[src/rtl/header_field_extractor.sv]
// Purpose: register every input word onto dout and copy the first HEADER_WORDS words of each frame onto headers.
// Latency: one cycle from din accept to dout/headers valid.
// Backpressure: din_ready = dout slot free and (BODY or headers slot free); combinational from the readies and registered state only.
// Optional build macro HEADER_FIELD_EXTRACTOR_STATS_EN adds the 32-bit frame_cnt output.
module header_field_extractor #(
    parameter int DATA_WIDTH   = 64,
    parameter int HEADER_WORDS = 2
) (
    input  logic                  clk,
    input  logic                  rst,
    input  logic [DATA_WIDTH-1:0] din_data,
    input  logic                  din_last,
    input  logic                  din_valid,
    output logic                  din_ready,
    output logic [DATA_WIDTH-1:0] dout_data,
    output logic                  dout_last,
    output logic                  dout_valid,
    input  logic                  dout_ready,
    output logic [DATA_WIDTH-1:0] headers_data,
    output logic                  headers_last,
    output logic                  headers_valid,
    input  logic                  headers_ready
`ifdef HEADER_FIELD_EXTRACTOR_STATS_EN
    ,
    output logic [31:0]           frame_cnt
`endif
);

    localparam int IDX_W = $clog2(HEADER_WORDS + 1);
    localparam logic [IDX_W-1:0] HDR_END  = IDX_W'(HEADER_WORDS);
    localparam logic [IDX_W-1:0] HDR_LAST = IDX_W'(HEADER_WORDS - 1);

    logic [IDX_W-1:0]      idx_q, idx_d;
    logic [DATA_WIDTH-1:0] dout_data_q, dout_data_d;
    logic                  dout_last_q, dout_last_d;
    logic                  dout_valid_q, dout_valid_d;
    logic [DATA_WIDTH-1:0] hdr_data_q, hdr_data_d;
    logic                  hdr_last_q, hdr_last_d;
    logic                  hdr_valid_q, hdr_valid_d;

    logic is_hdr;
    logic dout_free;
    logic hdr_free;
    logic accept;

    // Handshake decode: HDR/BODY comes straight from idx, and the input only waits on the headers slot while in HDR.
    always_comb begin
        is_hdr    = (idx_q < HDR_END);
        dout_free = !dout_valid_q | dout_ready;
        hdr_free  = !hdr_valid_q | headers_ready;
        din_ready = dout_free & (!is_hdr | hdr_free);
        accept    = din_valid & din_ready;
    end

    // Next-state: valids drop on their own handshake; a new load in the same cycle wins and keeps valid high.
    always_comb begin
        idx_d        = idx_q;
        dout_data_d  = dout_data_q;
        dout_last_d  = dout_last_q;
        dout_valid_d = dout_valid_q;
        hdr_data_d   = hdr_data_q;
        hdr_last_d   = hdr_last_q;
        hdr_valid_d  = hdr_valid_q;

        if (dout_valid_q && dout_ready) begin
            dout_valid_d = 1'b0;
        end
        if (hdr_valid_q && headers_ready) begin
            hdr_valid_d = 1'b0;
        end

        if (accept) begin
            dout_data_d  = din_data;
            dout_last_d  = din_last;
            dout_valid_d = 1'b1;
            if (is_hdr) begin
                hdr_data_d  = din_data;
                // A short frame closes the header burst on its own last word.
                hdr_last_d  = din_last | (idx_q == HDR_LAST);
                hdr_valid_d = 1'b1;
            end
            // idx saturates at HEADER_WORDS, so BODY words leave it alone.
            if (din_last) begin
                idx_d = '0;
            end else if (is_hdr) begin
                idx_d = idx_q + IDX_W'(1);
            end
        end
    end

    // State registers; reset flushes both output slots and restarts the frame at header word 0.
    always_ff @(posedge clk) begin
        if (rst) begin
            idx_q        <= '0;
            dout_data_q  <= '0;
            dout_last_q  <= 1'b0;
            dout_valid_q <= 1'b0;
            hdr_data_q   <= '0;
            hdr_last_q   <= 1'b0;
            hdr_valid_q  <= 1'b0;
        end else begin
            idx_q        <= idx_d;
            dout_data_q  <= dout_data_d;
            dout_last_q  <= dout_last_d;
            dout_valid_q <= dout_valid_d;
            hdr_data_q   <= hdr_data_d;
            hdr_last_q   <= hdr_last_d;
            hdr_valid_q  <= hdr_valid_d;
        end
    end

    assign dout_data     = dout_data_q;
    assign dout_last     = dout_last_q;
    assign dout_valid    = dout_valid_q;
    assign headers_data  = hdr_data_q;
    assign headers_last  = hdr_last_q;
    assign headers_valid = hdr_valid_q;

`ifdef HEADER_FIELD_EXTRACTOR_STATS_EN
    logic [31:0] frame_cnt_q, frame_cnt_d;

    // Count every accepted frame end; wraps naturally at 2^32.
    always_comb begin
        frame_cnt_d = frame_cnt_q;
        if (accept && din_last) begin
            frame_cnt_d = frame_cnt_q + 32'd1;
        end
    end

    // Frame counter register.
    always_ff @(posedge clk) begin
        if (rst) begin
            frame_cnt_q <= '0;
        end else begin
            frame_cnt_q <= frame_cnt_d;
        end
    end

    assign frame_cnt = frame_cnt_q;
`endif

endmodule

[config.mk]
export PLATFORM = sky130hd
export DESIGN_NAME = header_field_extractor
export DESIGN_NICKNAME = d
export VERILOG_FILES = /design/src/rtl/header_field_extractor.sv
export SDC_FILE = /design/constraint.sdc
export NUM_CORES = 1
export LEC_CHECK = 0
export CAP_MARGIN = 20
export CORE_MARGIN = 5
export CORE_UTILIZATION = 46
export DETAILED_ROUTE_END_ITERATION = 6
export GPL_TIMING_DRIVEN = 0
export PLACE_DENSITY = 0.85
export SYNTH_ARGS = -nofsm -noshare
export SYNTH_HDL_FRONTEND = slang
export SYNTH_SLANG_ARGS = --single-unit
[constraint.sdc]
create_clock -name clk -period 3.8 [get_ports clk]
set_input_delay 0.76 -clock clk [delete_from_list [all_inputs] [get_ports clk]]
set_output_delay 0.76 -clock clk [all_outputs]
set_load 0.05 [all_outputs]
---- Yosys cells after proc, flatten, opt, wreduce, memory -nomap -nowiden ----
Index checks and enable logic that the tools add are counted.
operators by class
  add/sub/neg operators ................... 1
  $lt $le $gt $ge ......................... 1
  equal/unequal tests ..................... 1
  mux-type cells .......................... 7
  bitwise operators ....................... 6
  reduce and logical (&&, ||, !) cells .... 9
operator list
  cell                 number
  $mux 1               5
  $mux 2               2
  $or 1x1->1           4
  $reduce_and 2->1     2
  $reduce_bool 2->1    2
  $logic_not 1->1      3
  $add 2x1->2 const B  1
  $and 1x1->1          2
  $eq 2x1->1 const B   1
  $logic_and 1x1->1    2
  $lt 2x2->1 const B   1
storage, ports and cells
  register bits ........................... 134
  output and inout bits ................... 133
  logic and storage cells ................. 32

---- Longest topological paths before layout ----
Gate-level depths: netlist of run 1.
  depth after elaboration ................. 6
  depth in mapped cells ................... 6

---- Worst setup path after synthesis of run 1 ----
Ideal clock, no wire load.
  path kind ............................... input to output
  start point ............................. input headers_ready
  end point ............................... output din_ready
  arrival time ............................ 1459 ps
  path slack .............................. 1581 ps
  stages on the path ...................... 2
  path through ............................ nor3b_4 > nor2_1
on the way
  word-level cells in the longest chain between the ends .. 3
ends and longest elaborated chain
  element          RTL line  text
  start, declared  22        input logic headers_ready
  $or 1x1->1       50        hdr_free = !hdr_valid_q | headers_ready;
  $or 1x1->1       51        din_ready = dout_free & (!is_hdr | hdr_free);
  $and 1x1->1      51
  end, declared    14        output logic din_ready,
Every way passes these cells.

---- Final worst setup path of run 1 ----
Same ends and word-level chain as after synthesis.

==> results of run 1 <==
-- area by class of cell --
cell class	count	area share
flip-flops and latches	134	0.349
repair buffers	201	0.261
multi-input cells	407	0.246
clock buffers	19	0.0548
plain buffers	43	0.0358
clock inverters	12	0.0296
well taps	136	0.0221
inverters	3	0.00146
-- per-layer routing --
layer / vias to the layer above / GRT usage / share of wire
met5: - / 0 / 0
met2: 169 / 0.444 / 0.51
met3: 20 / 0.0989 / 0.092
li1: 2340 / - / -
met1: 2243 / 0.268 / 0.38
met4: 0 / 0.0665 / 0.013
-- critical path, delay by kind of cell --
| kind | cells | cell delay, ns |
|---|---|---|
| buf+inv | 2 | 1.39 |
| simple gates | 2 | 0.20 |
-- power by group --
| part | internal (W) | switching (W) |
|---|---|---|
| registers | 0.00150 | 0.0000564 |
| clock network | 0.00120 | 0.000613 |
| logic | 0.000327 | 0.000608 |
| total | 0.00303 | 0.00128 |
-- layout by cell type (no fill, tap or decap), types with 2 or more instances in the layout --
cell and n:
buf_8 3, nor3_1 3, buf_2 16, buf_4 6, nand2_2 19, clkdlybuf4s50_1 201, a21oi_2 19, bufinv_16 6
clkbuf_1 15, nand2b_1 2, clkinv_4 4, nand2_1 239, inv_1 3, clkbuf_16 16, nor2_1 3, dfxtp_1 134
buf_6 5, a21oi_1 112
-- sequential cells by signal, indices dropped and copies added (netlist names) --
signal         flops
dout_data         64
headers_data      64
idx_q              2
dout_last          1
dout_valid         1
headers_last       1
headers_valid      1
-- final timing paths --
check / start / endpoint / slack [ns] / cells past startpoint
worst max-delay path: headers_ready / din_ready / 0.69 / 4
worst min-delay path: headers_data[38]$_SDFFE_PP0P_ / headers_data[38]$_SDFFE_PP0P_ / 0.45 / 2
worst max register to register: dout_valid$_SDFFE_PP0P_ / headers_data[58]$_SDFFE_PP0P_ / 2.25 / 6
worst min register to register: headers_data[38]$_SDFFE_PP0P_ / headers_data[38]$_SDFFE_PP0P_ / 0.45 / 2
-- cells by family after synthesis --
| logic type | after synthesis |
|---|---|
| simple gates | 272 |
| compound gates | 134 |
| buf+inv | 46 |
| fa+ha+maj | 1 |
| flops | 134 |
-- stage by stage --
stage	worst slack [ns]	hold WS [ns]	power [W]
after floorplan	1.58	0.469	0.00216
after global placement	0.730	0.442	0.00250
after detailed placement	0.732	0.445	0.00252
after CTS	0.712	0.455	0.00433
after global routing	0.649	0.473	0.00446
final	0.689	0.454	0.00431
==> out/results.ini, run 1 <==
[yosys]
synthAdderAreaFrac = 0.00257
ys_top_cells_by_count = nand2_1, dfxtp_1, a21oi_1
synth_mux_area_frac = 0
syn_area_um2 = 4870
synth_seq_cells = 134
synth_enable_flop_cells = 0
synth_cells = 587
syn_nets = 658
synth_area_leaders = dfxtp_1, nand2_1, a21oi_1
synth.avg_cell_area_um2 = 8.29
synth_compound_area_frac = 0.155
yosys.area_share.simple = 0.232
yosys_warnings = 0
yosysSeqAreaShare = 0.551
synth_most_common_cell = nand2_1
synthArstFlopShare = 0
synth_top_area_frac = 0.551
synth_top_cell_by_area = dfxtp_1
synth_top_family_by_area = simple AND/OR/NAND/NOR gates
synth_cell_type_count = 24
synth_xor_area_frac = 0
synth_flop_cell = dfxtp_1

[grt]
grt_usage = 0.247
antenna_found_initial = 0
grt_pass1_wl_um = 25300
grt_max_degree = 17
grt_pass1_vias = 4950
overflow = 0

[layout]
fin_cells = 955
multiInputGateArea_um2 = 1900
area_delta_synth_final_pct = 58.2
nNetsFinal = 878
layout-drive-gt1-share = 0.123
final_core_util = 0.746
n_antenna_cell = 0
final_cell_area_um2 = 7700
fillers = 747
seqCellArea_um2 = 2680

[detailed_routing]
drt_first_iter_violations = 271
wire_per_inst_um = 16.3
drcViolationCount = 0
vias_per_cell = 5.00
dr.pass1.iters = 4
drtAntennaViolNets = 0
wl_um = 15600
vias = 4772

[floorplanning]
start_util = 0.471
die_w_um = 113
rows = 37
floorplan.core_area_um2 = 10300
ios = 203
die_h_um = 113
dieArea_um2 = 12700

[clocking]
cts.root.buffer_cell = clkbuf_8
cts.hold.buffers_added = 0
cts_tree = built
post_cts_buffers = 0
clockBufferDepth = 2
clock_latency_ns = 0.51
cts.sinks = 134
cts_resized = 0
numCtsBuffers = 17
cts.htree.levels = 4
path_clk_slew_ns = 0.06

[setup_path]
slowest_delay_ns = 0.86
critPathKind = in -> out
critPathMaxFanout = 3
crit_chain = clkdlybuf4s50_1, nor3b_4, nor2_1, clkdlybuf4s50_1
start_kind = primary input
crit_required_ns = 3.04
slowest_stage = clkdlybuf4s50_1
critPathMostFrequentCell = clkdlybuf4s50_1
cp-end-kind = primary output
arrival_ns = 2.35

[power]
ir_worst_vdd_v = 0.000327
p_leak_nw = 2.91
p_per_area_nw_per_um2 = 559

[timing]
setup_tns_ns = 0
hold_viol = 0
period_share = 0.819
rsz0062_at_grt = false
fin_crit_ns = 3.11
fin_worst_skew_ns = 0.00727
slew-limit-headroom = 0.607
tightestPinTransition_ns = 0.588
setup_violations = 0
fmax_mhz = 321
slew_viol_final = 0

[job]
drv_cap = 0

[place]
dp_cells = 924
gp_congestion = 0.827
dpl_cell_area_um2 = 7050
io_buffers = 201
dp_hpwl_um = 11400

[run_status]
status = completed

[hold_path]
worst_hold_path_type = reg -> reg

No activity file was read; power rests on OpenSTA's default activity.
==> inputs of run 2 (changes only) <==
--- a/config.mk
+++ b/config.mk
@@ -7,10 +7,10 @@
 export LEC_CHECK = 0
 export CAP_MARGIN = 20
 export CORE_MARGIN = 5
-export CORE_UTILIZATION = 46
+export CORE_UTILIZATION = 43
 export DETAILED_ROUTE_END_ITERATION = 6
 export GPL_TIMING_DRIVEN = 0
-export PLACE_DENSITY = 0.85
+export PLACE_DENSITY = 0.81
 export SYNTH_ARGS = -nofsm -noshare
 export SYNTH_HDL_FRONTEND = slang
 export SYNTH_SLANG_ARGS = --single-unit
==> constraint.sdc (replaced) <==
create_clock -name clk -period 3.1 [get_ports clk]
set_input_delay 0.62 -clock clk [delete_from_list [all_inputs] [get_ports clk]]
set_output_delay 0.62 -clock clk [all_outputs]
set_load 0.05 [all_outputs]
==> run 2 against run 1 <==
Net effect:
- critical path depth unchanged
- non-clock buffer count is the same
- largest cell class unchanged
- critical path type unchanged
- register-to-register slack worse by 0.60 ns
- via count shrank 1.6%
==> out/results.ini, run 2 (synthesis results as in run 1) <==
[clocking]
path_clk_slew_ns = 0.05
clock_latency_ns = 0.41
cts_tree = built
numCtsBuffers = 17
cts.root.buffer_cell = clkbuf_16
cts_resized = 0
cts.sinks = 134
cts.hold.buffers_added = 0
post_cts_buffers = 0
clockBufferDepth = 2
cts.htree.levels = 4

[layout]
area_delta_synth_final_pct = 57.0
fillers = 848
final_cell_area_um2 = 7640
layout_common_cells = nand2_1, clkdlybuf4s50_1, dfxtp_1
layout-drive-gt1-share = 0.124
final_common_cell = nand2_1
n_antenna_cell = 0
nNetsFinal = 878

[power]
ir_worst_vdd_v = 0.000371
p_per_area_nw_per_um2 = 656
p_leak_nw = 2.88

[timing]
setup_violations = 0
period_share = 0.904
fmax_mhz = 357
setup_tns_ns = 0
hold_viol = 0
rsz0062_at_grt = false
fin_worst_skew_ns = 0.00651
fin_crit_ns = 2.80
slew-limit-headroom = 0.624
tightestPinTransition_ns = 0.562
slew_viol_final = 0

[detailed_routing]
dr.pass1.iters = 5
drtAntennaViolNets = 0
drcViolationCount = 0
vias_per_cell = 4.89
wl_um = 15000
drt_first_iter_violations = 256
vias = 4698
wire_per_inst_um = 15.7

[grt]
overflow = 0
grt_pass1_wl_um = 23500
antenna_found_initial = 0
grt_usage = 0.222
grt_max_degree = 17
grt_pass1_vias = 4699

[setup_path]
critPathMaxFanout = 3
critPathKind = in -> out
crit_chain = clkdlybuf4s50_1, nor3b_4, nor2_1, clkdlybuf4s50_1
crit_family = buffers and inverters
slowest_stage = clkdlybuf4s50_1
r2r_setup_slack_ns = 1.65
crit_required_ns = 2.48
critPathMostFrequentCell = clkdlybuf4s50_1
start_kind = primary input
arrival_ns = 2.18
crit_buf_inv = 2
slowest_delay_ns = 0.85
cp-end-kind = primary output

[floorplanning]
rows = 38
start_util = 0.443
die_h_um = 116
ios = 203
dieArea_um2 = 13500
floorplan.core_area_um2 = 11000
die_w_um = 116

[job]
drv_cap = 0

[place]
gp_congestion = 0.823
io_buffers = 201
dpl_cell_area_um2 = 7050
dp_hpwl_um = 11200

[hold_path]
worst_hold_path_type = reg -> reg

[run_status]
status = completed

-- run 2: area by class of cell --
| cell class | count | area (µm²) | area share |
|---|---|---|---|
| inverter | 3 | 11.3 | 0.00147 |
| sequential | 134 | 2680 | 0.351 |
| tap | 140 | 175 | 0.0229 |
| timing repair buffer | 201 | 2010 | 0.263 |
| buffer | 43 | 275 | 0.0360 |
| multi-input combinational | 407 | 1900 | 0.248 |
| clock buffer | 21 | 460 | 0.0603 |
| clock inverter | 11 | 126 | 0.0165 |
-- run 2: worst register-to-register path: cells and delay by family, from the launching register on --
kind                   cells  cell delay [ns]
buffers and inverters      2             0.47
AND/OR/NAND/NOR            3             0.43
flip-flops                 1             0.35
AO/OA/AOI/OAI              1             0.14
-- run 2: metal layers --
metal / vias up / track usage / routed length, µm
li1: 2341 / - / -
met1: 2153 / 0.257 / 5970
met2: 177 / 0.368 / 7310
met3: 27 / 0.0881 / 1440
met4: 0 / 0.0882 / 319
met5: - / 0 / 0
-- run 2: per-stage QoR --
step / total power, W / worst slack (ns) / util / instances / hold WS (ns)
3_3_place_gp: 0.00307 / 0.310 / 0.642 / 928 / 0.442
5_1_grt: 0.00521 / 0.252 / 0.696 / 960 / 0.470
4_1_cts: 0.00505 / 0.285 / 0.696 / 960 / 0.454
6_report: 0.00501 / 0.297 / 0.696 / 960 / 0.451
3_5_place_dp: 0.00309 / 0.297 / 0.642 / 928 / 0.447
2_1_floorplan: 0.00265 / 1.10 / - / 587 / 0.469
-- run 2: where the power goes --
group | internal, W | switching (W)
sequential | 0.00184 | 0.0000676
clock | 0.00123 | 0.000735
combinational | 0.000400 | 0.000738
-- run 2: path summary, 6_finish.rpt --
check / cells after the start / to / startpoint
worst min-delay path: 2 / headers_data[2]$_SDFFE_PP0P_ / headers_data[2]$_SDFFE_PP0P_
worst max register to register: 6 / headers_data[41]$_SDFFE_PP0P_ / dout_valid$_SDFFE_PP0P_
worst min register to register: 2 / headers_data[2]$_SDFFE_PP0P_ / headers_data[2]$_SDFFE_PP0P_
worst max-delay path: 4 / din_ready / headers_ready
==> inputs of run 3 (changes only) <==
--- a/config.mk
+++ b/config.mk
@@ -9,7 +9,6 @@
 export CORE_MARGIN = 5
 export CORE_UTILIZATION = 43
 export DETAILED_ROUTE_END_ITERATION = 6
-export GPL_TIMING_DRIVEN = 0
 export PLACE_DENSITY = 0.81
 export SYNTH_ARGS = -nofsm -noshare
 export SYNTH_HDL_FRONTEND = slang
==> run 3 against run 2 <==
Net effect:
- clock skew shrank 0.00087 ns
- worst hold slack lost 0.00055 ns
- largest power group is now sequential cells
- critical endpoint unchanged
- die area is the same
==> out/results.ini, run 3 (synthesis results as in run 1) <==
[detailed_routing]
vias = 4631
drtAntennaViolNets = 0
wl_um = 14000
drt_first_iter_violations = 283
dr.pass1.iters = 5
drcViolationCount = 0
vias_per_cell = 5.01
wire_per_inst_um = 15.1

[setup_path]
crit_start = headers_ready
r2r_start = dout_valid$_SDFFE_PP0P_
crit_chain = clkdlybuf4s50_1, nor3b_4, nor2_1, buf_4
rr_worst_depth = 4
slowest_delay_ns = 0.46
start_kind = primary input
timing.rr.end = headers_data[6]$_SDFFE_PP0P_
crit_buf_inv = 2
critPathMaxFanout = 3
r2r_setup_slack_ns = 1.40
crit_family = buffers and inverters
cp-end-kind = primary output
arrival_ns = 1.66
crit_required_ns = 2.48
cp_num_cells = 4
critPathCapture = din_ready
slowest_stage = clkdlybuf4s50_1
critPathKind = in -> out

[layout]
area_delta_synth_final_pct = 51.9
n_antenna_cell = 0
nNetsFinal = 845
layout_common_cells = nand2_1, clkdlybuf4s50_1, dfxtp_1
final_core_util = 0.673
layout-drive-gt1-share = 0.0994
final_common_cell = nand2_1

[grt]
met2_usage = 0.340
grt_pass1_vias = 4658
met1_usage = 0.236
grt_max_degree = 67
grt_pass1_wl_um = 22300
antenna_found_initial = 0
grt_busiest_layer = met2
met3_usage = 0.0881
overflow = 0
grt_usage = 0.207

[floorplanning]
die_h_um = 116
ios = 203
floorplan.core_area_um2 = 11000
dieArea_um2 = 13500
rows = 38
start_util = 0.443
die_w_um = 116

[timing]
hold_viol = 0
rsz0062_at_grt = false
whs_ns = 0.451
fin_worst_skew_ns = 0.00564
period_share = 0.735
fin_crit_ns = 2.28
fin_ws_ns = 0.822
fmax_mhz = 439
slew-limit-headroom = 0.489
setup_violations = 0
slew_viol_final = 0
tightestPinTransition_ns = 0.766
setup_tns_ns = 0

[power]
intPower_w = 0.00329
power_switching_w = 0.00145
p_sw_frac = 0.306
combPwrFrac = 0.231
pwr-share-clk = 0.365
finalPower_w = 0.00474
ir_worst_vdd_v = 0.000338
p_per_area_nw_per_um2 = 641
seqPwrFrac = 0.404
p_leak_nw = 2.76

[clocking]
cts_tree = built
clockBufferDepth = 2
clock_latency_ns = 0.39
numCtsBuffers = 17
post_cts_buffers = 0
cts.hold.buffers_added = 0
cts.root.buffer_cell = clkbuf_16
cts_resized = 0
cts.sinks = 134
path_clk_slew_ns = 0.05
cts.htree.levels = 4

[run_status]
status = completed

[place]
io_buffers = 202
dp_hpwl_um = 9990
place_ws_ns = 0.603
gp_congestion = 0.785

[job]
drv_cap = 0

[hold_path]
worst_hold_path_type = reg -> reg
hold_path_depth = 2

run 3: changes by cell type in the layout (fill, tap and decap cells not counted), moves of 3 or more:
cell / delta
buf_6: -5
buf_4: +3
clkinv_4: -3
clkbuf_1: -10
buf_8: -3
clkinv_2: +3
clkinvlp_4: -4
buf_2: -16
run 3: worst min-delay path, delay by kind of cell (launching register included):
kind,cells,cell delay (ns)
DFF,1,0.30
and+or+nand+nor,1,0.05
AOI/OAI and AO/OA,1,0.05
run 3: metal layers:
metal | wire length (µm) | share of wire | vias up
met2 | 6780 | 0.49 | 166
li1 | - | - | 2263
met3 | 1420 | 0.10 | 25
met1 | 5440 | 0.39 | 2177
met4 | 334 | 0.024 | 0
met5 | 0 | 0 | -
run 3: worst min-delay path by stage:
stage,start,to
floorplan,idx_q[0]$_SDFFE_PP0P_,idx_q[0]$_SDFFE_PP0P_
global placement,dout_data[43]$_SDFFE_PP0P_,dout_data[43]$_SDFFE_PP0P_
detailed placement,dout_data[52]$_SDFFE_PP0P_,dout_data[52]$_SDFFE_PP0P_
CTS,dout_data[52]$_SDFFE_PP0P_,dout_data[52]$_SDFFE_PP0P_
global route,dout_data[52]$_SDFFE_PP0P_,dout_data[52]$_SDFFE_PP0P_
finish,dout_data[52]$_SDFFE_PP0P_,dout_data[52]$_SDFFE_PP0P_
run 3: cell type report:
cell class | count | area (µm²)
fillers | 855 | 3590
flip-flops and latches | 134 | 2680
repair buffers | 211 | 2110
multi-input cells | 407 | 1900
clock buffers | 25 | 485
well taps | 140 | 175
clock inverters | 5 | 25.0
inverters | 3 | 11.3
run 3: power groups by stage:
stage,Clock (W),Combinational [W],Sequential [W]
3_3_place_gp,0,0.00108,0.00194
6_report,0.00173,0.00110,0.00191
3_5_place_dp,0,0.00110,0.00195
4_1_cts,0.00176,0.00110,0.00191
5_1_grt,0.00185,0.00116,0.00193
2_1_floorplan,0,0.000305,0.00235
run 3: through the flow:
step	area (µm²)	cells
after floorplan	4870	587
after global placement	6880	895
after detailed placement	6880	895
after CTS	7390	925
after global routing	7390	925
final	7390	925
==> patch: new RTL, config.mk and constraints of run 3 <==
The parameter `DATA_WIDTH` goes from 64 to 96.
--- a/src/rtl/header_field_extractor.sv
+++ b/src/rtl/header_field_extractor.sv
@@ -5,3 +5,3 @@
 module header_field_extractor #(
-    parameter int DATA_WIDTH   = 64,
+    parameter int DATA_WIDTH   = 96,
     parameter int HEADER_WORDS = 2
Ports: changed (resized din_data, dout_data and headers_data); port bits go from 203 to 299. No check against the original RTL was run, so the function may have changed too.
==> patch against run 3 <==
Critical path depth stayed put. Global-route usage is 1.9 points higher. Total power grew 40%. Setup slack got worse by 0.48 ns. Sequential cell count up 64. Routed wire length is 54% higher. Cell area rose by 43%. Clock skew rose by 0.0053 ns. First-iteration DRC count rose by 56%. Largest power group unchanged. Via count up 44%. Synthesized area is 41% higher. Final cell count grew 47%. Die area up 37%.
==> patch: results (changes against run 3) <==
hp-class: "flip-flop to flip-flop"  # unchanged
tightestPinTransition_ns: 0.610  # was 0.766 ns
grt_pass1_vias: 6377  # was 4658
top_layer: "met4"  # unchanged
ys_types: 20  # was 24
powerSeq_mw: 2.81  # was 1.91 mW
seq_area_frac_synth_pct: 58.0  # was 55.1%
routedLengthMet1_um: 8190  # was 5440 µm
layout-drive-gt1-share_pct: 4.20  # was 9.94%
yosys-top-cells-count: "386 x nand2_1, 198 x dfxtp_1, 195 x a21oi_1"  # was 239 x nand2_1, 134 x dfxtp_1, 112 x a21oi_1
p_clk_mw: 2.24  # was 1.73 mW
skew_ns: 0.0110  # was 0.00564 ns
vias: 6657  # was 4631
wl_met2_um: 10900  # was 6780 µm
place.gp.congestion: 0.795  # was 0.785
clock_latency_ns: 0.43  # was 0.39 ns
cts_made_buffers: 17  # unchanged
antenna_cells: 0  # unchanged
grt_use_met3_pct: 8.48  # was 8.81%
wire_per_inst_um: 15.9  # was 15.1 µm
grt_pass1_wl_um: 33000  # was 22300 µm
drtIter0Drc: 441  # was 283
worstPathArrival_ns: 2.13  # was 1.66 ns
antenna_found_initial: 0  # unchanged
gr-usage-met2_pct: 39.0  # was 34.0%
async_reset_ff_share_pct: 0  # unchanged
syn_nets: 967  # was 658
grt_max_degree: 76  # was 67
dp_hpwl_um: 14800  # was 9990 µm
switching_share_pct: 31.7  # was 30.6%
leakage_nw: 3.95  # was 2.76 nW
ir_worst_vdd_mv: 0.358  # was 0.338 mV
track_usage_pct: 22.6  # was 20.7%
synth_flop_cell: "dfxtp_1"  # unchanged
io_buffers: 298  # was 202
cp_slowest_stage_delay_ns: 0.71  # was 0.46 ns
met3_wirelength_um: 1870  # was 1420 µm
cts.path.max_buffers: 2  # unchanged
final_nets: 1232  # was 845
status: "complete, no violations"  # unchanged
synth.area.top_cells: "dfxtp_1 58%, nand2_1 21%, a21oi_1 14%, buf_2 1.9%, clkbuf_1 1.5%"  # was dfxtp_1 55%, nand2_1 18%, a21oi_1 12%, a21oi_2 3.4%, nand2_2 2.4%
met1_usage_pct: 25.4  # was 23.6%
cts_resized: 0  # unchanged
-- patch: worst paths after layout --
kind / startpoint / end / slack [ns] / cells after the start
worst max-delay path: headers_ready / din_ready / 0.35 / 4
worst max register to register: headers_valid / headers_data[37] / 1.30 / 5
worst min-delay path: headers_data[56] / headers_data[56] / 0.45 / 2
worst min register to register: headers_data[56] / headers_data[56] / 0.45 / 2
-- patch: metrics by stage --
| step | area, µm² | setup WS [ns] | util (%) | total power [mW] | std cells |
|---|---|---|---|---|---|
| floorplan | 6840 | 1.10 | - | 3.85 | 864 |
| global placement | 9980 | 0.349 | 63.3 | 4.46 | 1326 |
| detailed placement | 9980 | 0.336 | 63.3 | 4.48 | 1326 |
| CTS | 10600 | 0.335 | 67.1 | 6.72 | 1358 |
| global route | 10600 | 0.272 | 67.1 | 6.92 | 1358 |
| finish | 10600 | 0.345 | 67.1 | 6.65 | 1358 |
-- patch: cell families (layout without fill, tap and decap cells) --
| family | after synthesis | in the layout | share of synthesized area (%) |
|---|---|---|---|
| and+or+nand+nor | 400 | 400 | 22.6 |
| buffers and inverters | 67 | 345 | 4.54 |
| DFF | 198 | 198 | 58.0 |
| adders and majority gates | 1 | 1 | 0.183 |
| AOI/OAI and AO/OA | 198 | 198 | 14.7 |
-- patch: area by class of cell --
cell class | instances | area (µm²)
fill | 1400 | 5190
tap | 216 | 270
multi-input combinational | 599 | 2580
clock buffer | 22 | 484
timing repair buffer | 310 | 3150
sequential | 198 | 3960
clock inverter | 10 | 118
inverter | 3 | 11.3
-- patch: tightest hold or removal path, delay by kind of cell, from the launching register on --
| family | cells | cell delay, ns |
|---|---|---|
| simple gates | 1 | 0.05 |
| flops | 1 | 0.31 |
| compound gates | 1 | 0.05 |
